File: src/rtl/button_conditioner.sv
// -----------------------------------------------------------------------------
// button_conditioner
//   Front-end conditioner for board push-buttons. Each channel is synchronized,
//   debounced with a stable-level counter, and converted into one-cycle
//   press / release strobes. Press optionally auto-repeats while held.
//   Channels are independent and share only the clock and reset.
//
// Ports
//   clk         in   system clock, all state on rising edge
//   rst_n       in   asynchronous active-low reset
//   btn_raw_i   in   [N_BTN] raw asynchronous button pins, active-high
//   level_o     out  [N_BTN] debounced button level
//   press_o     out  [N_BTN] one-cycle strobe on accepted press / auto-repeat
//   release_o   out  [N_BTN] one-cycle strobe on accepted release
//   any_press_o out  OR of press_o, same cycle
//
// Note: the release output carries the _o suffix; a bare "release" would
// collide with the force/release keyword.
// -----------------------------------------------------------------------------

// Per-channel lane: synchronizer, debounce filter and repeat FSM.
module button_conditioner_lane #(
  parameter int STABLE_CYCLES = 500000,
  parameter int REPEAT_DELAY  = 25000000,
  parameter int REPEAT_RATE   = 5000000
) (
  input  logic clk,
  input  logic rst_n,
  input  logic raw_i,
  output logic level_o,
  output logic press_o,
  output logic press_nxt_o,   // next-cycle press, lets the top register the OR
  output logic release_o
);

  localparam int DW   = (STABLE_CYCLES < 1) ? 1 : $clog2(STABLE_CYCLES + 1);
  localparam int RMAX = (REPEAT_DELAY > REPEAT_RATE) ? REPEAT_DELAY : REPEAT_RATE;
  localparam int RW   = (RMAX < 1) ? 1 : $clog2(RMAX + 1);

  localparam logic [DW-1:0] STB_LAST  = DW'(STABLE_CYCLES - 1);
  // A zero delay never reaches HOLD_WAIT, so its terminal count is unused.
  localparam logic [RW-1:0] DLY_LAST  = RW'((REPEAT_DELAY > 0) ? REPEAT_DELAY - 1 : 0);
  localparam logic [RW-1:0] RATE_LAST = RW'((REPEAT_RATE > 0) ? REPEAT_RATE - 1 : 0);
  localparam bit            RPT_EN    = (REPEAT_DELAY != 0);

  typedef enum logic [1:0] {
    S_IDLE      = 2'd0,
    S_HOLD_WAIT = 2'd1,
    S_REPEAT    = 2'd2,
    S_HELD      = 2'd3
  } rpt_state_e;

  logic          s1_q, s2_q;
  logic [DW-1:0] dbc_cnt_q, dbc_cnt_d;
  logic          level_q, level_d;
  logic          rise, fall;
  rpt_state_e    state_q, state_d;
  logic [RW-1:0] rpt_cnt_q, rpt_cnt_d;
  logic          press_q, press_d;
  logic          release_q, release_d;

  // Two-flop synchronizer; only s2_q is allowed to reach the filter.
  always_ff @(posedge clk or negedge rst_n) begin
    if (!rst_n) begin
      s1_q <= 1'b0;
      s2_q <= 1'b0;
    end else begin
      s1_q <= raw_i;
      s2_q <= s1_q;
    end
  end

  // Debounce: count consecutive samples disagreeing with the accepted level.
  // Any agreeing sample clears the count, so short glitches never get through.
  always_comb begin
    dbc_cnt_d = '0;
    level_d   = level_q;
    rise      = 1'b0;
    fall      = 1'b0;
    if (s2_q != level_q) begin
      if (dbc_cnt_q == STB_LAST) begin
        level_d = s2_q;
        rise    = s2_q;
        fall    = ~s2_q;
      end else begin
        dbc_cnt_d = dbc_cnt_q + DW'(1);
      end
    end
  end

  // Repeat FSM. The release check sits ahead of the case so a repeat that
  // falls due on the release cycle is dropped and press/release never overlap.
  always_comb begin
    state_d   = state_q;
    rpt_cnt_d = rpt_cnt_q;
    press_d   = 1'b0;
    release_d = 1'b0;
    if (fall) begin
      state_d   = S_IDLE;
      rpt_cnt_d = '0;
      release_d = 1'b1;
    end else begin
      case (state_q)
        S_IDLE: begin
          if (rise) begin
            press_d   = 1'b1;
            rpt_cnt_d = '0;
            state_d   = RPT_EN ? S_HOLD_WAIT : S_HELD;
          end
        end
        S_HOLD_WAIT: begin
          if (rpt_cnt_q == DLY_LAST) begin
            press_d   = 1'b1;
            rpt_cnt_d = '0;
            state_d   = S_REPEAT;
          end else begin
            rpt_cnt_d = rpt_cnt_q + RW'(1);
          end
        end
        S_REPEAT: begin
          if (rpt_cnt_q == RATE_LAST) begin
            press_d   = 1'b1;
            rpt_cnt_d = '0;
          end else begin
            rpt_cnt_d = rpt_cnt_q + RW'(1);
          end
        end
        S_HELD: begin
          state_d = S_HELD;
        end
        default: begin
          state_d   = S_IDLE;
          rpt_cnt_d = '0;
        end
      endcase
    end
  end

  always_ff @(posedge clk or negedge rst_n) begin
    if (!rst_n) begin
      dbc_cnt_q <= '0;
      level_q   <= 1'b0;
      state_q   <= S_IDLE;
      rpt_cnt_q <= '0;
      press_q   <= 1'b0;
      release_q <= 1'b0;
    end else begin
      dbc_cnt_q <= dbc_cnt_d;
      level_q   <= level_d;
      state_q   <= state_d;
      rpt_cnt_q <= rpt_cnt_d;
      press_q   <= press_d;
      release_q <= release_d;
    end
  end

  assign level_o     = level_q;
  assign press_o     = press_q;
  assign press_nxt_o = press_d;
  assign release_o   = release_q;

endmodule

module button_conditioner #(
  parameter int N_BTN         = 3,
  parameter int STABLE_CYCLES = 500000,
  parameter int REPEAT_DELAY  = 25000000,
  parameter int REPEAT_RATE   = 5000000
) (
  input  logic             clk,
  input  logic             rst_n,
  input  logic [N_BTN-1:0] btn_raw_i,
  output logic [N_BTN-1:0] level_o,
  output logic [N_BTN-1:0] press_o,
  output logic [N_BTN-1:0] release_o,
  output logic             any_press_o
);

  logic [N_BTN-1:0] press_nxt;
  logic             any_press_q;

  for (genvar i = 0; i < N_BTN; i++) begin : g_lane
    button_conditioner_lane #(
      .STABLE_CYCLES (STABLE_CYCLES),
      .REPEAT_DELAY  (REPEAT_DELAY),
      .REPEAT_RATE   (REPEAT_RATE)
    ) u_lane (
      .clk         (clk),
      .rst_n       (rst_n),
      .raw_i       (btn_raw_i[i]),
      .level_o     (level_o[i]),
      .press_o     (press_o[i]),
      .press_nxt_o (press_nxt[i]),
      .release_o   (release_o[i])
    );
  end

  // Registered from the lanes' next-state so it lines up with press_o.
  always_ff @(posedge clk or negedge rst_n) begin
    if (!rst_n) any_press_q <= 1'b0;
    else        any_press_q <= |press_nxt;
  end

  assign any_press_o = any_press_q;

endmodule

File: config.mk
export PLATFORM = sky130hd
export DESIGN_NAME = button_conditioner
export DESIGN_NICKNAME = d
export VERILOG_FILES = /design/src/rtl/button_conditioner.sv
export SDC_FILE = /design/constraint.sdc
export NUM_CORES = 1
export LEC_CHECK = 0
export ABC_AREA = 1
export ABC_CLOCK_PERIOD_IN_PS = 1900
export BUFFER_PORTS_ARGS = -buffer_cell sky130_fd_sc_hd__clkbuf_2
export CAP_MARGIN = 20
export CORE_ASPECT_RATIO = 0.6
export CORE_MARGIN = 5
export CORE_UTILIZATION = 35
export CTS_BUF_LIST = sky130_fd_sc_hd__clkbuf_2
export DETAILED_ROUTE_END_ITERATION = 8
export HOLD_SLACK_MARGIN = 0.05
export SYNTH_ARGS = -nofsm -noshare
export SYNTH_HDL_FRONTEND = slang
export SYNTH_SLANG_ARGS = --single-unit
File: constraint.sdc
create_clock -name clk -period 1.9 [get_ports clk]
set_clock_uncertainty 0.2 [all_clocks]
set_input_delay 0 -clock clk [delete_from_list [all_inputs] [get_ports clk]]
set_output_delay 0 -clock clk [all_outputs]
set_load 0.03 [all_outputs]
==> flow_summary.toml <==
[critical_path]
critPathRequiredTime_ns = 2.52
crit_start = "g_lane[0].u_lane.dbc_cnt_q[0]$_DFF_PN0_"
rr_startpoint = "g_lane[0].u_lane.dbc_cnt_q[0]$_DFF_PN0_"
worstSetupPathType = "reg -> reg"
end_kind = "flop"
cp_max_fo = 4
r2r_cells = 10
worstPathArrival_ns = 2.71
regToRegSetupSlack_ns = -0.19
r2r-end = "g_lane[0].u_lane.dbc_cnt_q[16]$_DFF_PN0_"
crit_path_start_kind = "flop"
crit_path_end = "g_lane[0].u_lane.dbc_cnt_q[16]$_DFF_PN0_"

[global_routing]
antenna_found_initial = 2
grt_max_degree = 51
grt_pass1_wl_um = 52900
grt_pass1_vias = 10285
grt_usage_pct = 19.70
grt_overflow = 0

[synthesis]
synth_top_cell_by_area = "dfrtp_1"
synth_common_cells = "nand2_1, nor2_1, inv_1"
synth-seq-area-share_pct = 36.94
synth_edf_count = 0
ys_types = 41
synth_flop_cell = "dfrtp_1"
postSynthCellCount = 1570
async_reset_ff_share_pct = 100.0
synth.most_common_cell = "nand2_1"
synth_mux_area_share_pct = 0.09595
synthAdderAreaFrac_pct = 2.519
synth_compound_area_share_pct = 5.565
synth-xor-area-share_pct = 2.686
synthesis.nets = 1596
yosys_register_bits = 154
netlist_area_um2 = 10430
synth_top_family_by_area = "simple AND/OR/NAND/NOR gates"
synthSimpleGateAreaFrac_pct = 41.94
syn_avg_cell_area_um2 = 6.645
yosys_warnings = 0
synth_top_area_share_pct = 36.94
synthTopCellsByArea = "dfrtp_1, nand2_1, nor2_1, inv_1, nand3_1"

[die]
die_h_um = 143.7
die_area_um2 = 33470
placementRows = 49
fp.dieW_um = 232.9
core_area_um2 = 29670
start_util_pct = 35.16
io_pins = 15

[cts]
path_clk_slew_ns = 0.29
clock_latency_ns = 0.88
cts.sinks = 154
numCtsBuffers = 17
htree_levels = 4
cts_tree = "done"
root_buffer = "clkbuf_2"
clk_path_buf_depth = 2

[timing]
drv_slew = 0
rsz0062_at_grt = "yes"
timing.final.ws_setup_ns = -0.1897
clock.fmax_mhz = 478.5
worst_pin_slew_ns = 0.6159
hold_viol = 0
finalCritPeriodShare_pct = 110.0
finalSetupViolCount = 76
setup_tns_ns = -4.999
period_minus_slack_ns = 2.090
max_slew_margin_pct = 58.94

[power_and_ir_drop]
p_per_area_nw_per_um2 = 341.1
vdd_drop_max_mv = 0.3411
leakagePower_uw = 0.007299

[place]
dpl.hpwl_um = 24280
place.gp.congestion = 0.9887
io_buffers = 14
dp.cells = 2220

[route]
initialDrtViolationCount = 906
vias_per_cell = 4.908
route.detailed.drc = 0
wl_um = 33470
ant_nets = 0
drtPass1Iterations = 5
via_count = 11456
routedWlPerCell_um = 14.34

[finish]
drive_gt1_share_pct = 35.15
register_area_um2 = 3862
multiInputGateArea_um2 = 6651
areaGrowthSynthToFinish_pct = 45.99
layoutNonFillerInstCount = 2334
n_fill_cell = 2815
finalNetCount = 1936

[outcome]
outcome = "finished with violations"
violations = "setup timing"

[run]
cap_violations = 0

[hold_path]
hold_path_class = "reg -> reg"
## flip-flops by register name, summed over array words and instances (netlist names)
signal and count:
g_lane.u_lane.state_q 6, g_lane.u_lane.rpt_cnt_q 75, g_lane.u_lane.s1_q 3, g_lane.u_lane.s2_q 3, g_lane.u_lane.dbc_cnt_q 57, any_press_o 1, g_lane.u_lane.level_o 3, g_lane.u_lane.release_o 3
g_lane.u_lane.press_o 3
## worst min-delay path by stage
stage	from	endpoint	slack [ns]	depth (start not counted)
global placement	rst_n	g_lane[2].u_lane.dbc_cnt_q[0]$_DFF_PN0_	-0.28	1
detailed placement	rst_n	g_lane[2].u_lane.dbc_cnt_q[0]$_DFF_PN0_	-0.29	1
CTS	g_lane[1].u_lane.s1_q$_DFF_PN0_	g_lane[1].u_lane.s2_q$_DFF_PN0_	0.18	0
global route	g_lane[1].u_lane.s1_q$_DFF_PN0_	g_lane[1].u_lane.s2_q$_DFF_PN0_	0.19	0
floorplan	rst_n	any_press_o$_DFF_PN0_	-0.50	0
finish	g_lane[1].u_lane.s1_q$_DFF_PN0_	g_lane[1].u_lane.s2_q$_DFF_PN0_	0.17	0
## stage by stage
stage	utilization (%)	area [um^2]	hold slack [ns]	total power, uW	setup WS (ns)
2_1_floorplan	-	10500	-0.4956	3424	0.002665
3_3_place_gp	43.60	12940	-0.2826	3553	-0.1500
3_5_place_dp	43.60	12940	-0.2885	3556	-0.1976
4_1_cts	46.84	13900	0.1777	5277	-0.1175
5_1_grt	51.33	15230	0.1913	5446	-0.2519
6_report	51.33	15230	0.1737	5195	-0.1897
## layout by cell type (no fill, tap or decap), types with 8 or more instances in the layout
master         synthesis  routed
o21ai_1               33      15
inv_1                204     186
o21ai_0               22      13
a21oi_1               33      29
xor2_1                23      23
buf_12                 0      15
xnor2_1                9       8
nand2_1              459     375
nor3_2                 1       8
nand4_1               71      71
o21ai_2                0      27
nand2_4                6      31
buf_6                  7      40
ha_2                   0       8
nor2_4                 5      24
nand3_2                3      24
nand3_1              103      80
dfrtp_1              154     147
inv_2                 14      24
nor2_2                 8      38
dlygate4sd3_1          0      12
nor3_1                40      28
buf_4                 11     264
ha_1                  21       9
clkbuf_2               0      32
nand2_2                7      60
nor2_1               262     213
## per-layer routing
metal | vias up | global-route usage (%) | routed length (um)
met5 | - | 0 | 0
met4 | 0 | 4.068 | 320
met3 | 24 | 5.825 | 2762
met2 | 365 | 25.39 | 13160
met1 | 5395 | 31.69 | 17220
li1 | 5672 | - | -
## critical path, cell delays in order (launching register included)
cell     delay, ns
dfrtp_1       0.46
ha_4          0.17
nand2_4       0.06
buf_4         0.14
buf_6         0.12
nor3_4        0.17
nand2_2       0.10
nor2_4        0.19
nand2_2       0.10
o21ai_1       0.13
nor3b_2       0.18
## cell families after synthesis
group / Yosys count
multiplexers: 1
adder cells (fa/ha/maj): 21
flip-flops: 154
AO/OA/AOI/OAI: 106
XOR/XNOR: 32
AND/OR/NAND/NOR: 1001
buffers and inverters: 255
## power breakdown
part / switching [uW] / internal (uW)
logic: 135 / 83.9
clock network: 1300 / 354
registers: 15.9 / 3310
total: 1450 / 3740
## cell type report
cell class | count | share of cell area (%)
antenna | 3 | 0.04929
multi-input combinational | 1161 | 43.67
inverter | 223 | 5.948
timing repair buffer | 353 | 20.46
tap | 408 | 3.352
clock buffer | 21 | 0.6901
clock inverter | 11 | 0.4765
sequential | 154 | 25.36
## timing repair
item	4_1_cts	5_1_grt
hold endpoints to repair	157	0
setup buffers	21	42
gates resized for setup	123	275
pin swaps	54	110
setup endpoints to repair	93	130
hold buffers	13	0
cloned	3	4
No activity file was read; power rests on OpenSTA's default activity.
